===== config.mk =====
export PLATFORM = sky130hd
export DESIGN_NAME = ethernet_rx_framer
export DESIGN_NICKNAME = d
export VERILOG_FILES = /design/src/rtl/ethernet_rx_framer.sv
export SDC_FILE = /design/constraint.sdc
export NUM_CORES = 1
export LEC_CHECK = 0
export ABC_AREA = 1
export BUFFER_PORTS_ARGS = -buffer_cell sky130_fd_sc_hd__buf_4
export CORE_MARGIN = 2
export CORE_UTILIZATION = 50
export CTS_CLUSTER_DIAMETER = 60
export DETAILED_ROUTE_END_ITERATION = 6
export PLACE_DENSITY = 0.68
export REMOVE_ABC_BUFFERS = 1
export SLEW_MARGIN = 30
export SYNTH_ARGS = -nofsm -noshare
export SYNTH_HDL_FRONTEND = slang
export SYNTH_SLANG_ARGS = --single-unit

===== constraint.sdc =====
create_clock -name clk -period 2.3 [get_ports clk]
set_clock_uncertainty 0.05 [all_clocks]
set_input_delay 0.69 -clock clk [delete_from_list [all_inputs] [get_ports clk]]
set_output_delay 0.69 -clock clk [all_outputs]
set_load 0.01 [all_outputs]

===== src/rtl/ethernet_rx_framer.sv =====
// Ethernet receive framer: strips preamble/SFD, delimits the frame with
// sof/eof, checks CRC-32 over every post-SFD byte (FCS included) and the
// frame length, and reports status on the last byte.
//
// Ports:
//   clk, reset           single clock, synchronous active-high reset
//   rx_data, rx_valid    PHY byte stream, rx_valid contiguous per frame
//   frm_data, frm_valid  post-SFD frame bytes, one cycle behind the hold stage
//   frm_sof, frm_eof     first / last byte markers (qualified by frm_valid)
//   frm_good, frm_crc_err, frm_len_err   status, only non-zero with frm_eof
//   drop_count           saturating count of bad preambles and empty frames
module ethernet_rx_framer #(
  parameter int unsigned PRE_MIN = 7,
  parameter int unsigned MIN_LEN = 64,
  parameter int unsigned MAX_LEN = 1518
) (
  input  logic        clk,
  input  logic        reset,
  input  logic [7:0]  rx_data,
  input  logic        rx_valid,
  output logic [7:0]  frm_data,
  output logic        frm_valid,
  output logic        frm_sof,
  output logic        frm_eof,
  output logic        frm_good,
  output logic        frm_crc_err,
  output logic        frm_len_err,
  output logic [15:0] drop_count
);

  localparam int unsigned BYTE_W = 8;
  localparam int unsigned PRE_W  = 4;
  localparam int unsigned CNT_W  = 11;
  localparam int unsigned CRC_W  = 32;
  localparam int unsigned DROP_W = 16;

  localparam logic [BYTE_W-1:0] PRE_BYTE    = 8'h55;
  localparam logic [BYTE_W-1:0] SFD_BYTE    = 8'hD5;
  localparam logic [CRC_W-1:0]  CRC_POLY    = 32'hEDB88320;
  localparam logic [CRC_W-1:0]  CRC_INIT    = 32'hFFFFFFFF;
  localparam logic [CRC_W-1:0]  CRC_RESIDUE = 32'hDEBB20E3;

  typedef enum logic [1:0] {
    S_IDLE,
    S_PREAMBLE,
    S_DATA,
    S_DROP
  } state_e;

  state_e             state_q, state_d;
  logic [PRE_W-1:0]   pre_cnt_q, pre_cnt_d;
  logic [CRC_W-1:0]   crc_q, crc_d;
  logic [CNT_W-1:0]   cnt_q, cnt_d;
  logic [BYTE_W-1:0]  hold_q, hold_d;
  logic               hold_vld_q, hold_vld_d;
  logic               hold_sof_q, hold_sof_d;
  logic [DROP_W-1:0]  drop_q, drop_d;
  logic               drop_inc;
  logic [BYTE_W-1:0]  data_q, data_d;
  logic               valid_q, valid_d;
  logic               sof_q, sof_d;
  logic               eof_q, eof_d;
  logic               good_q, good_d;
  logic               crc_err_q, crc_err_d;
  logic               len_err_q, len_err_d;
  logic               crc_bad, len_bad;

  // Reflected CRC-32, one byte per call, LSB first.
  function automatic logic [CRC_W-1:0] crc_next(input logic [CRC_W-1:0] crc,
                                                input logic [BYTE_W-1:0] data);
    logic [CRC_W-1:0] c;
    c = crc ^ {24'h0, data};
    for (int i = 0; i < 8; i++) begin
      c = c[0] ? ((c >> 1) ^ CRC_POLY) : (c >> 1);
    end
    return c;
  endfunction

  // Frame status as seen at the eof beat: counter already includes the last byte.
  always_comb begin
    crc_bad = (crc_q != CRC_RESIDUE);
    len_bad = (32'(cnt_q) < MIN_LEN) || (32'(cnt_q) > MAX_LEN);
  end

  // Next-state and output logic.
  always_comb begin
    state_d    = state_q;
    pre_cnt_d  = pre_cnt_q;
    crc_d      = crc_q;
    cnt_d      = cnt_q;
    hold_d     = hold_q;
    hold_vld_d = hold_vld_q;
    hold_sof_d = hold_sof_q;
    drop_d     = drop_q;
    drop_inc   = 1'b0;
    data_d     = data_q;
    valid_d    = 1'b0;
    sof_d      = 1'b0;
    eof_d      = 1'b0;
    good_d     = 1'b0;
    crc_err_d  = 1'b0;
    len_err_d  = 1'b0;

    unique case (state_q)
      S_IDLE: begin
        if (rx_valid) begin
          if (rx_data == PRE_BYTE) begin
            state_d   = S_PREAMBLE;
            pre_cnt_d = 4'd1;
          end else begin
            state_d  = S_DROP;
            drop_inc = 1'b1;
          end
        end
      end
      S_PREAMBLE: begin
        if (!rx_valid) begin
          state_d  = S_IDLE;
          drop_inc = 1'b1;
        end else if (rx_data == PRE_BYTE) begin
          if (pre_cnt_q != '1) pre_cnt_d = pre_cnt_q + 4'd1;
        end else if ((rx_data == SFD_BYTE) && (32'(pre_cnt_q) >= PRE_MIN)) begin
          state_d    = S_DATA;
          crc_d      = CRC_INIT;
          cnt_d      = '0;
          hold_vld_d = 1'b0;
        end else begin
          state_d  = S_DROP;
          drop_inc = 1'b1;
        end
      end
      S_DATA: begin
        if (rx_valid) begin
          // Previous byte leaves the hold stage as a mid-frame beat.
          if (hold_vld_q) begin
            data_d  = hold_q;
            valid_d = 1'b1;
            sof_d   = hold_sof_q;
          end
          crc_d      = crc_next(crc_q, rx_data);
          cnt_d      = (cnt_q == '1) ? cnt_q : cnt_q + 11'd1;
          hold_d     = rx_data;
          hold_vld_d = 1'b1;
          hold_sof_d = (cnt_q == '0);
        end else begin
          state_d    = S_IDLE;
          hold_vld_d = 1'b0;
          if (hold_vld_q) begin
            data_d    = hold_q;
            valid_d   = 1'b1;
            sof_d     = hold_sof_q;
            eof_d     = 1'b1;
            crc_err_d = crc_bad;
            len_err_d = len_bad;
            good_d    = !crc_bad && !len_bad;
          end else begin
            // SFD with nothing behind it.
            drop_inc = 1'b1;
          end
        end
      end
      S_DROP: begin
        if (!rx_valid) state_d = S_IDLE;
      end
      default: state_d = S_DROP;
    endcase

    if (drop_inc && (drop_q != '1)) drop_d = drop_q + 16'd1;
  end

  // State and output registers; reset parks in DROP so a cut frame is discarded.
  always_ff @(posedge clk) begin
    if (reset) begin
      state_q    <= S_DROP;
      pre_cnt_q  <= '0;
      crc_q      <= CRC_INIT;
      cnt_q      <= '0;
      hold_q     <= '0;
      hold_vld_q <= 1'b0;
      hold_sof_q <= 1'b0;
      drop_q     <= '0;
      data_q     <= '0;
      valid_q    <= 1'b0;
      sof_q      <= 1'b0;
      eof_q      <= 1'b0;
      good_q     <= 1'b0;
      crc_err_q  <= 1'b0;
      len_err_q  <= 1'b0;
    end else begin
      state_q    <= state_d;
      pre_cnt_q  <= pre_cnt_d;
      crc_q      <= crc_d;
      cnt_q      <= cnt_d;
      hold_q     <= hold_d;
      hold_vld_q <= hold_vld_d;
      hold_sof_q <= hold_sof_d;
      drop_q     <= drop_d;
      data_q     <= data_d;
      valid_q    <= valid_d;
      sof_q      <= sof_d;
      eof_q      <= eof_d;
      good_q     <= good_d;
      crc_err_q  <= crc_err_d;
      len_err_q  <= len_err_d;
    end
  end

  assign frm_data    = data_q;
  assign frm_valid   = valid_q;
  assign frm_sof     = sof_q;
  assign frm_eof     = eof_q;
  assign frm_good    = good_q;
  assign frm_crc_err = crc_err_q;
  assign frm_len_err = len_err_q;
  assign drop_count  = drop_q;

endmodule

Yosys cells after proc, flatten, opt, wreduce, memory -nomap -nowiden
Cells that the tools add are included.

cells by class
  magnitude comparators = 3
  div/mod/pow operators = 0
  bitwise operators = 11
  multiply operators = 0
  reductions and logical operators = 22
  shift operators = 0
  mux-type cells = 46
  add/sub/neg operators = 3
  equality and inequality tests = 20

operators with widths
  cell                   number
  $mux 32                12
  $not 13->14            8
  $pmux 32 s2            1
  $mux 11                5
  $ne 32x32->1 const B   1
  $xor 32x8->32          1
  $pmux 11 s2            1
  $mux 4                 5
  $ne 2x2->1 const B     10
  $add 16x1->16 const B  1
  $ne 16x16->1 const B   1
  $mux 1                 13
  $reduce_and 6->1       2
  $add 11x1->11 const B  1
  $eq 11x11->1 const B   1
  $gt 11x11->1 const B   1
  $logic_not 11->1       1
  $lt 11x7->1 const B    1
  $mux 2                 5
  $eq 8x7->1 const B     1
  $eq 8x8->1 const B     1
  $pmux 4 s2             1
  $pmux 2 s3             1
  $reduce_or 3->1        2
  20 further kinds       28

word-level totals
  bits in registers = 89
  RAM bits = 0
  output and inout port bits = 30
  latch bits = 0
  memories = 0
  bits in read-only memories = 0

Logic depth before layout (Yosys ltp)
  depth in word-level cells = 19
  gate-level depth with buffers = 13
  mapped depth without buffers = 12

Worst setup path before layout
OpenSTA, ideal clock, no wires.

  path kind = input to register
  start point = input rx_data[1]
  end point = register crc_q[29]
  arrival time = 1.710 ns
  buffers on the path = 2
  required time = 2.112 ns
  setup slack = 0.403 ns
  stages on the path = 10
  cells stage by stage = inv_1 > nand4_2 > nor2_4 > nor2_1 > nand3_1 > nand2_2 > buf_6 > buf_6 > nand2_1 > nand3_1

between the ends
  longest elaborated chain between the ends = 11
  elaborated cells between the ends (all ways) = 17
  those cells by class = 4 x eq/ne; 10 x mux; 1 x bitwise; 2 x reduce/logical

RTL lines
  item                   line  text
  from (decl)            19    input logic [7:0] rx_data,
  $xor 32x8->32          72    c = crc ^ {24'h0, data};
  $mux 32 (8 in series)  74    c = c[0] ? ((c >> 1) ^ CRC_POLY) : (c >> 1);
  $mux 32                133   if (rx_valid) begin
  $pmux 32 s2            104   unique case (state_q)
  to (signal assigned)   192   crc_q <= crc_d;
  to (decl)              52    logic [CRC_W-1:0] crc_q, crc_d;

Parallel ways exist; a longest one is shown, timed or not. The select of a mux whose other input is x is not followed.
A chain may end at the register's enable or synchronous reset.

Worst setup path in the final report
  start point = register drop_q[0] (netlist: drop_count[0])
  end point = register drop_q[7] (netlist: drop_count[7])

between the ends
  longest elaborated chain between the ends = 2
  elaborated cells between the ends (all ways) = 3
  those cells by class = 1 x add/sub; 1 x eq/ne; 1 x reduce/logical

RTL lines
  item                                                   line  text
  from (decl)                                            57    logic [DROP_W-1:0] drop_q, drop_d;
  from (signal assigned)                                 197   drop_q <= drop_d;
  branches (longest 2 deep; another with $add 16x1->16)  n/a

Parallel ways; which one is timed is not known.

==> flow_metrics.tcl <==
set metrics [dict create \
    run_status "completed" \
    clock_pin_slew_reported_for_the_worst_setup_and_hold_paths_after_clock_tree_synthesis_ns 0.09 \
    vias_per_cell 5.32 \
    grtUsageTotal_pct 26.5 \
    crit_path_end_kind "flip-flop" \
    fp.dieArea_um2 11600 \
    syn_area_per_cell_um2 6.44 \
    ys_async_sr_fraction_pct 0 \
    fin_total_pwr_mw 3.62 \
    area_delta_synth_final_pct 14.6 \
    die_height_um 108 \
    internal_power_mw 2.46 \
    power.ir.vdd_worst_v 0.000498 \
    cts_buffers 9 \
    critical_path.reg2reg.endpoint "drop_count[7]$_SDFFE_PP0P_" \
    share_comb_of_total_power_pct 23.0 \
    reg2reg_slack_ns 0.38 \
    final_net_count 907 \
    diodes 0 \
    detailroute.via_count 5491 \
    worst_slew_pin_slew_ns 0.574 \
    antenna_found_initial 0 \
    cts_max_level 3 \
    grt_start_max_net_pins 32 \
    cts-hold-fix-buffers 0 \
    core_um2 10400 \
    critPathLaunch "drop_count[0]$_SDFFE_PP0P_" \
    final_area_um2 6170 \
    gp_routability_congestion 0.910 \
    power_switching_share_pct 32.1 \
    grt_pass1_vias 5260 \
    cts_root_buf "clkbuf_8" \
    grt_first_pass_wirelength_mm 24.6 \
    cts_setup_buffers 0 \
    critPathTopFamily "simple AND/OR/NAND/NOR gates" \
    initialDrtViolationCount 427 \
    clk-insertion-delay-late_ns 0.37 \
    pwr-share-seq_pct 45.5 \
    timing.critical_path.cells "ha_1 > nand2_2 > nor2_4 > nand4_1 > nand2b_4 > nand2_4 > nand2_1 > a21oi_1" \
    hold_path.class "flip-flop to flip-flop" \
    postRouteWirelength_mm 14.2 \
    routed_wire_length_per_instance_um 13.8 \
    gate_count_of_the_mapped_netlist 836 \
    worstPathMaxFanout 16 \
    row_count 37 \
    drive_gt1_share_pct 14.0 \
    mappedNetlistArea_um2 5380 \
    cp.required_ns 2.55 \
    cp.buffers_inverters 0 \
    synth.ff_latch_count 89 \
    worst-r2r-cell-count 8 \
    drv_slew 0 \
    placed_cell_area_um2 5960 \
    worstSetupEndpoint "drop_count[7]$_SDFFE_PP0P_" \
    grt_setup_unrepaired "false" \
    fin_crit_ns 1.92 \
    ctsLongestPathBuffers 2 \
    floorplan.initialDensity_pct 51.9 \
    postSynth.topFlopCell "dfxtp_1" \
    ioPinCount 41 \
    fmax_ghz 0.521 \
    critPathArrivalTime_ns 2.17 \
    firstDrtPassIters 5 \
    timing.max_cap.violations 0 \
    path_depth 8 \
    setup_viol_count_final 0 \
    r2r-start "drop_count[0]$_SDFFE_PP0P_" \
    critical-path-slowest-cell "dfxtp_1" \
    tritoncts "yes" \
    cts_sinks 89 \
    final_antenna_net_count 0 \
    post_cts_resized 0 \
    yosysUniqueCellTypes 41 \
    cellLeakagePower_nw 2.96 \
    ys.warnings.count 0 \
    worst_max_slew_margin_expressed_relative_to_the_limit_pct 61.4 \
    grt.overflow.total 0 \
    fp.dieW_um 108 \
    p_switching_mw 1.16 \
    worst-setup-path-type "flip-flop to flip-flop" \
    p_per_area_nw_per_um2 587 \
    clockPowerShare_pct 31.4 \
    number_of_flops_mapped_to_enable_cells_by_yosys 0 \
    seq_area_frac_synth_pct 33.1 \
    route.detailed.drc 0 \
    crit_path_max_incr_delay_ns 0.45 \
    startpoint_kind_of_the_worst_setup_timing_path "flip-flop" \
    place_hpwl_mm 10.5 \
    placement.io_buffers 40 \
    report.final.hold_viol_count 0 \
    final.period_utilization_pct 83.5 \
]
-- power by group through the flow --
stage          clock network (mW)  logic, mW  registers (mW)
4_1_cts                      1.17      0.829            1.65
3_3_place_gp                    0      0.808            1.68
6_report                     1.14      0.834            1.65
3_5_place_dp                    0      0.822            1.68
2_1_floorplan                   0      0.530            1.67
5_1_grt                      1.24      0.949            1.66
-- worst reg2reg max path, stage by stage (launching register included) --
cell and delay, ns:
dfxtp_1 0.45, ha_1 0.27, nand2_2 0.10, nor2_4 0.18, nand4_1 0.14, nand2b_4 0.26, nand2_4 0.21, nand2_1 0.07
a21oi_1 0.13
-- metrics by stage --
stage	instances	utilization, %	hold WS [ns]	setup WS (ns)	setup TNS, ns
2_1_floorplan	808	-	0.382	-0.304	-4.74
3_3_place_gp	1017	57.5	0.399	0.0960	0
3_5_place_dp	1017	57.5	0.404	0.0196	0
4_1_cts	1032	59.5	0.417	0.377	0
5_1_grt	1032	59.5	0.439	0.182	0
6_report	1032	59.5	0.412	0.381	0
-- kinds of logic after synthesis --
group / share of synthesized area [%]
and+or+nand+nor: 36.8
buffers and inverters: 9.65
AOI/OAI and AO/OA: 13.2
DFF: 33.1
xor gates and xnor gates: 6.35
adders and majority gates: 0.930
-- cell type report --
cell class / count / area (um2)
flip-flops and latches: 89 / 1780
fillers: 1026 / 4200
well taps: 136 / 170
clock inverters: 4 / 51.3
clock buffers: 11 / 151
inverters: 96 / 360
multi-input cells: 623 / 3080
repair buffers: 73 / 573
-- synthesized netlist by cell type (5+ instances only) --
master	count	area, um2
nand4_1	12	75.1
nor2_1	59	221
nor3_1	6	30.0
o211ai_2	7	87.6
inv_1	88	330
buf_6	5	56.3
nand2_2	9	56.3
xor2_1	28	245
buf_2	10	50.1
a21oi_1	53	265
nor4_1	5	31.3
o21ai_0	46	230
inv_2	8	30.0
o211ai_1	5	37.5
nand3_1	81	405
xnor2_1	11	96.3
nand2_1	271	1020
dfxtp_1	89	1780
clkbuf_1	8	30.0
-- worst min path at each step --
stage	end	cells past startpoint	from	slack (ns)
finish	frm_data[2]$_SDFFE_PP0P_	2	hold_q[2]$_SDFFE_PP0P_	0.41
global route	frm_data[3]$_SDFFE_PP0P_	2	hold_q[3]$_SDFFE_PP0P_	0.44
CTS	frm_data[5]$_SDFFE_PP0P_	2	hold_q[5]$_SDFFE_PP0P_	0.42
detailed placement	frm_data[5]$_SDFFE_PP0P_	2	hold_q[5]$_SDFFE_PP0P_	0.40
global placement	frm_data[4]$_SDFFE_PP0P_	2	hold_q[4]$_SDFFE_PP0P_	0.40
floorplan	frm_data[0]$_SDFFE_PP0P_	2	hold_q[0]$_SDFFE_PP0P_	0.38
-- layout by cell type, fill, tap and decap left out, drive strengths merged --
cell / netlist / routed
o21ai: 48 / 48
xnor2: 11 / 11
nand2b: 3 / 3
bufinv: 0 / 1
ha: 4 / 4
nor2: 61 / 61
nand3: 82 / 82
dfxtp: 89 / 89
buf: 20 / 73
clkbuf: 8 / 11
and2: 1 / 1
o211ai: 12 / 12
inv: 96 / 97
a31oi: 1 / 1
or2: 1 / 1
clkinvlp: 0 / 1
a211oi: 1 / 1
o41ai: 1 / 1
nor3b: 2 / 2
a21oi: 57 / 57
nor4: 5 / 5
xor2: 28 / 28
nand2: 281 / 281
nor3: 7 / 7
clkinv: 0 / 1
nand4: 13 / 13
nand3b: 2 / 2
a21boi: 1 / 1
o2111ai: 1 / 1
-- flip-flops by register name, summed over array words and instances (netlist names), 2 cells and up --
name	cells
crc_q	32
hold_q	8
pre_cnt_q	4
frm_data	8
cnt_q	11
drop_count	16
state_q	2
-- routing by layer --
metal / share of wire (%) / vias up / wire [um] / GRT usage [%]
li1: - / 2793 / - / -
met3: 5.3 / 28 / 756 / 5.87
met1: 45 / 2516 / 6410 / 34.1
met4: 2.2 / 0 / 313 / 10.3
met5: 0 / - / 0 / 0
met2: 47 / 154 / 6770 / 42.9
(Power assumes the default switching activity.)
